**config.mk**
```make
export PLATFORM = sky130hd
export DESIGN_NAME = sync_handshake_rx_flat
export DESIGN_NICKNAME = d
export VERILOG_FILES = /design/src/rtl/sync_handshake_rx_if.sv /design/src/rtl/sync_handshake_rx.sv /design/src/flat_wrapper.sv
export SDC_FILE = /design/constraint.sdc
export NUM_CORES = 1
export LEC_CHECK = 0
export ABC_AREA = 1
export CORE_MARGIN = 10
export CORE_UTILIZATION = 40
export DETAILED_ROUTE_END_ITERATION = 7
export GPL_ROUTABILITY_DRIVEN = 0
export PLACE_DENSITY = 0.75
export SYNTH_ARGS = -nofsm -noshare
export SYNTH_HDL_FRONTEND = slang
export SYNTH_SLANG_ARGS = --single-unit
```
**constraint.sdc**
```tcl
create_clock -name CP -period 1.4 [get_ports CP]
set_input_delay 0.21 -clock CP [delete_from_list [all_inputs] [get_ports CP]]
set_output_delay 0.21 -clock CP [all_outputs]
set_load 0.05 [all_outputs]
```
**src/rtl/sync_handshake_rx_if.sv**
```systemverilog
// Bundle between the toggle-CDC receiver and its neighbours: the synchronized request
// and held data bus from the source side, and the valid/ready word handshake plus status.
interface sync_handshake_rx_if #(
    parameter int DW = 32
);
    // Handshake: a word moves on every rising clock edge where DVALID & DREADY are both 1.
    // DVALID, once high, holds with DOUT unchanged until that edge; DREADY may toggle freely.
    logic          REQ_SYNC;
    logic [DW-1:0] DIN;
    logic [DW-1:0] DOUT;
    logic          DVALID;
    logic          DREADY;
    logic          ACK_TGL;
    logic          BUSY;
    logic          PROTO_ERR;
    logic [7:0]    XFER_CNT;
    logic [1:0]    STATE;

    modport master (
        output REQ_SYNC, DIN, DREADY,
        input  DOUT, DVALID, ACK_TGL, BUSY, PROTO_ERR, XFER_CNT, STATE
    );

    modport slave (
        input  REQ_SYNC, DIN, DREADY,
        output DOUT, DVALID, ACK_TGL, BUSY, PROTO_ERR, XFER_CNT, STATE
    );
endinterface

```
**src/rtl/sync_handshake_rx.sv**
```systemverilog
// Destination side of a toggle request/acknowledge CDC transfer: detects the request
// toggle, waits SETTLE cycles, captures the held bus and hands it on with valid/ready.
module sync_handshake_rx #(
    parameter int DW     = 32,
    parameter int SETTLE = 1
) (
    input  logic              CP,
    input  logic              RST,
    sync_handshake_rx_if.slave bus
);
    typedef enum logic [1:0] {
        ST_IDLE   = 2'd0,
        ST_SETTLE = 2'd1,
        ST_HOLD   = 2'd2
    } state_t;

    localparam logic [2:0] SETTLE_CNT = 3'(SETTLE);
    localparam bit         NO_SETTLE  = (SETTLE == 0);

    state_t        state;
    state_t        state_nxt;
    logic          req_d;
    logic          req_edge;
    logic [2:0]    cnt;
    logic [DW-1:0] dout_q;
    logic          dvalid_q;
    logic          ack_q;
    logic          err_q;
    logic [7:0]    xfer_q;

    logic          capture;
    logic          accept;
    logic          load_cnt;
    logic          err_hit;

    assign req_edge = bus.REQ_SYNC ^ req_d;

    always_ff @(posedge CP) begin
        if (RST) begin
            state <= ST_IDLE;
        end else begin
            state <= state_nxt;
        end
    end

    always_comb begin
        state_nxt = state;
        case (state)
            ST_IDLE: begin
                if (req_edge) begin
                    state_nxt = NO_SETTLE ? ST_HOLD : ST_SETTLE;
                end
            end
            ST_SETTLE: begin
                if (cnt == 3'd1) begin
                    state_nxt = ST_HOLD;
                end
            end
            ST_HOLD: begin
                if (bus.DREADY) begin
                    state_nxt = ST_IDLE;
                end
            end
            default: state_nxt = ST_IDLE;
        endcase
    end

    // Edges seen outside IDLE only raise the error flag; the transfer in flight carries on.
    always_comb begin
        capture  = 1'b0;
        accept   = 1'b0;
        load_cnt = 1'b0;
        err_hit  = 1'b0;
        case (state)
            ST_IDLE: begin
                capture  = req_edge & NO_SETTLE;
                load_cnt = req_edge & ~NO_SETTLE;
            end
            ST_SETTLE: begin
                capture = (cnt == 3'd1);
                err_hit = req_edge;
            end
            ST_HOLD: begin
                accept  = bus.DREADY;
                err_hit = req_edge;
            end
            default: begin
                capture  = 1'b0;
                accept   = 1'b0;
                load_cnt = 1'b0;
                err_hit  = 1'b0;
            end
        endcase
    end

    always_ff @(posedge CP) begin
        if (RST) begin
            req_d    <= 1'b0;
            cnt      <= 3'd0;
            dout_q   <= '0;
            dvalid_q <= 1'b0;
            ack_q    <= 1'b0;
            err_q    <= 1'b0;
            xfer_q   <= 8'd0;
        end else begin
            req_d <= bus.REQ_SYNC;

            if (load_cnt) begin
                cnt <= SETTLE_CNT;
            end else if (state == ST_SETTLE) begin
                cnt <= cnt - 3'd1;
            end

            if (capture) begin
                dout_q   <= bus.DIN;
                dvalid_q <= 1'b1;
            end else if (accept) begin
                dvalid_q <= 1'b0;
            end

            // Each accepted word flips the acknowledge back to the source exactly once.
            if (accept) begin
                ack_q  <= ~ack_q;
                xfer_q <= xfer_q + 8'd1;
            end

            if (err_hit) begin
                err_q <= 1'b1;
            end
        end
    end

    assign bus.DOUT      = dout_q;
    assign bus.DVALID    = dvalid_q;
    assign bus.ACK_TGL   = ack_q;
    assign bus.BUSY      = (state != ST_IDLE);
    assign bus.PROTO_ERR = err_q;
    assign bus.XFER_CNT  = xfer_q;
    assign bus.STATE     = state;
endmodule

```
**src/flat_wrapper.sv**
```systemverilog
// flat-port wrapper written by rule: the top's interface ports become plain ports
module sync_handshake_rx_flat 
#(
    parameter int DW     = 32,
    parameter int SETTLE = 1
)
  (CP, RST, bus_REQ_SYNC, bus_DIN, bus_DREADY, bus_DOUT, bus_DVALID, bus_ACK_TGL, bus_BUSY, bus_PROTO_ERR, bus_XFER_CNT, bus_STATE);
  sync_handshake_rx_if #(.DW(DW)) bus_i ();
  input  logic CP;
  input  logic RST;
  input wire logic [$bits(bus_i.REQ_SYNC)-1:0] bus_REQ_SYNC;
  input wire logic [$bits(bus_i.DIN)-1:0] bus_DIN;
  input wire logic [$bits(bus_i.DREADY)-1:0] bus_DREADY;
  output wire logic [$bits(bus_i.DOUT)-1:0] bus_DOUT;
  output wire logic [$bits(bus_i.DVALID)-1:0] bus_DVALID;
  output wire logic [$bits(bus_i.ACK_TGL)-1:0] bus_ACK_TGL;
  output wire logic [$bits(bus_i.BUSY)-1:0] bus_BUSY;
  output wire logic [$bits(bus_i.PROTO_ERR)-1:0] bus_PROTO_ERR;
  output wire logic [$bits(bus_i.XFER_CNT)-1:0] bus_XFER_CNT;
  output wire logic [$bits(bus_i.STATE)-1:0] bus_STATE;
  assign bus_i.REQ_SYNC = bus_REQ_SYNC;
  assign bus_i.DIN = bus_DIN;
  assign bus_i.DREADY = bus_DREADY;
  assign bus_DOUT = bus_i.DOUT;
  assign bus_DVALID = bus_i.DVALID;
  assign bus_ACK_TGL = bus_i.ACK_TGL;
  assign bus_BUSY = bus_i.BUSY;
  assign bus_PROTO_ERR = bus_i.PROTO_ERR;
  assign bus_XFER_CNT = bus_i.XFER_CNT;
  assign bus_STATE = bus_i.STATE;
  sync_handshake_rx #(.DW(DW), .SETTLE(SETTLE)) u_core (.CP(CP), .RST(RST), .bus(bus_i));
endmodule
```
# Yosys cells after proc, flatten, opt, wreduce, memory -nomap -nowiden
# Cells that the tools add are included.
[op_classes] n_mux=12 n_reduce_logical=7 n_eq_ne=6 n_bitwise=2 addsub=2
[op_table] cell="$add 8x1->8 const B" count=1
[op_table] cell="$mux 1" count=8
[op_table] cell="$mux 2" count=3
[op_table] cell="$pmux 2 s3" count=1
[op_table] cell="$reduce_bool 2->1" count=3
[op_table] cell="$ne 2x1->1 const B" count=2
[op_table] cell="$reduce_or 2->1" count=2
[op_table] cell="$eq 3x1->1 const B" count=1
[op_table] cell="$reduce_and 3->1" count=1
[op_table] cell="$sub 3x1->3 const B" count=1
[op_table] cell="$eq 2x1->1 const B" count=1
[op_table] cell="$eq 2x2->1 const B" count=1
[op_table] cell="$logic_not 2->1" count=1
[op_table] cell="$ne 2x2->1 const B" count=1
[op_table] cell="$not 1->1" count=1
[op_table] cell="$xor 1x1->1" count=1
[word_totals] wordCells=38 output_inout_bits=46 inputBits=36 ff_bits=49

# Longest topological paths before layout
[depth] word_depth=4 mapped_depth=8 ltp_nobuf=8

# Worst setup path after synthesis
# OpenSTA, ideal clock, no wires.
[synth_timing] kind="register to register" start="register u_core.state[1] (netlist: u_core.bus.STATE[1])" end="register u_core.dout_q[10] (netlist: u_core.bus.DOUT[10])" setup_ns=0.070 synth_period_minus_slack_ns=1.716 path_slack_ns=-0.316 stages_incl_launch_ff=9 required_ns=1.330 arrival_time_ns=1.647 n_path_buf=3 cell_sequence="dfxtp_1 inv_1 ha_1 buf_6 nand3_2 buf_6 buf_6 o21ai_1 a21oi_1"
[synth_between] elab_chain_len=2
[synth_lines] element="from (decl)" line="sync_handshake_rx.sv:20" rtl="state_t state;"
[synth_lines] element="from (signal assigned)" line="sync_handshake_rx.sv:42" rtl="state <= state_nxt;"
[synth_lines] element="$eq 2x1->1" line="sync_handshake_rx.sv:74" rtl="case (state)"
[synth_lines] element="$mux 1" line="sync_handshake_rx.sv:74"
[synth_lines] element="to (signal assigned)" line="sync_handshake_rx.sv:115" rtl="dout_q <= bus.DIN;"
[synth_lines] element="to (decl)" line="sync_handshake_rx.sv:25" rtl="logic [DW-1:0] dout_q;"
# No other way between the ends.
# A chain may end at the register's enable or synchronous reset.

# Worst setup path in the final report
[layout_timing] start="register u_core.state[0] (netlist: u_core.bus.STATE[0])" end="output port bus_BUSY"
[layout_between] elab_chain_len=1
[layout_lines] element="$reduce_bool 2->1" line="sync_handshake_rx.sv:136" rtl="assign bus.BUSY = (state != ST_IDLE);"
[layout_lines] element="to (decl)" line="flat_wrapper.sv:17" rtl="output wire logic [$bits(bus_i.BUSY)-1:0] bus_BUSY;"
# No other way between the ends.

==> impl_metrics.tcl <==
set metrics [dict create \
    die_h_um 91.5 \
    viasPerCell 4.74 \
    fin_skew_ns 0.00443 \
    combPwrFrac 0.540 \
    leakage_nw 1.38 \
    fmax_mhz 718 \
    switchingPower_mw 2.54 \
    wl_per_cell_um 15.2 \
    grt_first_pass_wirelength_mm 9.86 \
    power_frac_seq 0.322 \
    fin_util 0.738 \
    final_hold_viol_count 0 \
    critPathLaunchType "flop" \
    hold_path_class "flop to flop" \
    clkLatencyLatePin_ns 0.30 \
    die_area_sq_um 8370 \
    cts_buffers 5 \
    crit_fanout 3 \
    netlist_instances 252 \
    period_needed_ns 1.39 \
    internal_power_mw 3.68 \
    cts_tree "done" \
    period_share 0.994 \
    crit_chain "inv_1, buf_6, ha_4, inv_2, buf_12" \
    irDropWorstVdd_mv 0.839 \
    fin_nets 382 \
    fp.coreArea_sq_um 4850 \
    synth_area_sq_um 2040 \
    port_buffers 81 \
    power_frac_clock 0.138 \
    cp-end-kind "output port" \
    vias 1918 \
    critPathSlowestCell "dfxtp_4" \
    critical_path.max_stage_delay_ns 0.36 \
    avgSynthCellArea_sq_um 8.11 \
    totalPowerFinal_mw 6.22 \
    syn2layout_area_growth_pct 75.0 \
    swShare 0.409 \
    grt_max_degree 27 \
    drv_slew 0 \
    slew_headroom 0.826 \
    cp.arrival_ns 1.18 \
    maxCapViolCount 0 \
    grt_antenna_before_repair 0 \
    synth_warnings 0 \
    dpl_worst_slack_ns 0.00513 \
    routed_wl_mm 6.14 \
    tns_ns 0 \
    fin_ws_ns 0.00800 \
    die_w_um 91.5 \
    synth_nets 296 \
    initial_utilization 0.422 \
    reg2reg_setup_slack_ns 0.03 \
    drtAntennaViolNets 0 \
    worstMarginPinSlew_ns 0.261 \
    ioPinCount 82 \
    cts_num_sinks 49 \
    power_density_nw_per_um2 1740 \
    drc 0 \
    ctsHoldBuffers 0 \
    gr-usage-all-layers 0.144 \
    ctsRootBufferMaster "clkbuf_8" \
    critPathKind "flop to output port" \
    setup_viol 0 \
    drive_above_1_share 0.249 \
    ys_ff_latch 49 \
    seq_area_frac_synth 0.480 \
    grt_pass1_vias 2041 \
    cts_htree_levels 2 \
    firstDrtPassIters 4 \
    synth_cell_types 22 \
    grt_overflow 0 \
    cp.required_ns 1.19 \
    drtIter0Drc 97 \
    rsz0062_at_grt "true" \
    fp-row-count 25 \
    cts.clk_slew.worst_paths_ns 0.09 \
    finalHoldWorstSlack_ns 0.482 \
    diodes 0 \
    status "finished clean" \
    dp_hpwl_mm 4.52 \
    cts.path.max_buffers 2 \
]
==> cell usage in the layout (no fill, tap or decap), types with 3 or more instances in the layout <==
cell / netlist / final
buf_4: 0 / 6
nand3_1: 7 / 7
inv_1: 50 / 48
dfxtp_1: 49 / 45
nor2_1: 15 / 15
o21ai_0: 14 / 8
ha_1: 8 / 4
a21oi_2: 2 / 3
o21ai_1: 18 / 23
buf_12: 0 / 48
clkdlybuf4s50_1: 0 / 35
nand2_1: 21 / 21
a21oi_1: 42 / 41
o21ai_2: 2 / 3
clkbuf_8: 0 / 6
xor2_1: 3 / 3
==> power by group through the flow <==
stage / logic, mW / clock network (mW) / registers, mW
after floorplan: 0.858 / 0 / 2.78
after global placement: 3.07 / 0 / 2.03
after detailed placement: 3.13 / 0 / 2.05
after CTS: 3.33 / 0.877 / 2.00
after global routing: 3.53 / 0.931 / 2.03
final: 3.36 / 0.859 / 2.00
==> cells in the mapped netlist <==
| master | instances | area share |
|---|---|---|
| inv_1 | 50 | 0.092 |
| dfxtp_1 | 49 | 0.48 |
| a21oi_1 | 42 | 0.10 |
| nand2_1 | 21 | 0.039 |
| o21ai_1 | 18 | 0.044 |
| nor2_1 | 15 | 0.028 |
| o21ai_0 | 14 | 0.034 |
| ha_1 | 8 | 0.049 |
| buf_6 | 7 | 0.039 |
| nand3_1 | 7 | 0.017 |
| buf_2 | 6 | 0.015 |
| xor2_1 | 3 | 0.013 |
| a21oi_2 | 2 | 0.0086 |
| o21ai_2 | 2 | 0.0086 |
| mux2i_1 | 1 | 0.0049 |
| nand2_2 | 1 | 0.0031 |
| nand3_2 | 1 | 0.0049 |
| nand4_1 | 1 | 0.0031 |
| nor2_4 | 1 | 0.0055 |
| nor3_1 | 1 | 0.0024 |
| o21a_1 | 1 | 0.0037 |
| xnor2_1 | 1 | 0.0043 |
==> worst max-delay path: cells and delay by family, from the launching register on <==
kind	cells	cell delay [ns]
buf+inv	4	0.37
flops	1	0.36
fa+ha+maj	1	0.16
==> metrics by stage <==
step                cells  cell area [sq um]
floorplan             252               2050
global placement      396               3390
detailed placement    396               3390
CTS                   405               3560
global route          405               3580
finish                405               3580
==> cell families after synthesis <==
kind of cell | Yosys count | share of synthesized area
AO/OA/AOI/OAI | 79 | 0.202
buffers and inverters | 63 | 0.145
flip-flops | 49 | 0.480
AND/OR/NAND/NOR | 48 | 0.102
adder cells (fa/ha/maj) | 8 | 0.0490
XOR/XNOR | 4 | 0.0171
multiplexers | 1 | 0.00490
==> worst paths after layout <==
| kind | startpoint | to | depth (start not counted) |
|---|---|---|---|
| worst max-delay path | u_core.bus.STATE[0]$_SDFFE_PP0P_ | bus_BUSY | 5 |
| worst min-delay path | u_core.cnt[2]$_SDFFE_PP0N_ | u_core.cnt[2]$_SDFFE_PP0N_ | 2 |
| worst max register to register | u_core.bus.STATE[0]$_SDFFE_PP0P_ | u_core.bus.DOUT[26]$_SDFFE_PP0P_ | 6 |
| worst min register to register | u_core.cnt[2]$_SDFFE_PP0N_ | u_core.cnt[2]$_SDFFE_PP0N_ | 2 |
==> timing repair <==
action	4_1_cts	5_1_grt
setup buffers	1	0
gates cloned	1	0
gates resized for setup	7	14
setup endpoints to repair	2	29
==> layer usage <==
layer	share of wire	GRT usage	vias to the layer above
met1	0.36	0.133	893
met4	0.015	0.0496	0
li1	-	-	966
met5	0	0	-
met3	0.060	0.0494	9
met2	0.57	0.283	50
==> flip-flops by register name (all words and copies together) (netlist names) <==
register              count
u_core.req_d              1
u_core.bus.STATE          2
u_core.bus.DVALID         1
u_core.bus.PROTO_ERR      1
u_core.bus.DOUT          32
u_core.bus.XFER_CNT       8
u_core.bus.ACK_TGL        1
u_core.cnt                3
==> final cells by class <==
class	instances	area [sq um]
inverters	50	188
well taps	67	83.8
fillers	344	1270
multi-input cells	140	817
repair buffers	92	1410
flip-flops and latches	49	991
clock buffers	6	82.6
clock inverters	1	6.26
Note: power is estimated with default switching activity, not from simulation.
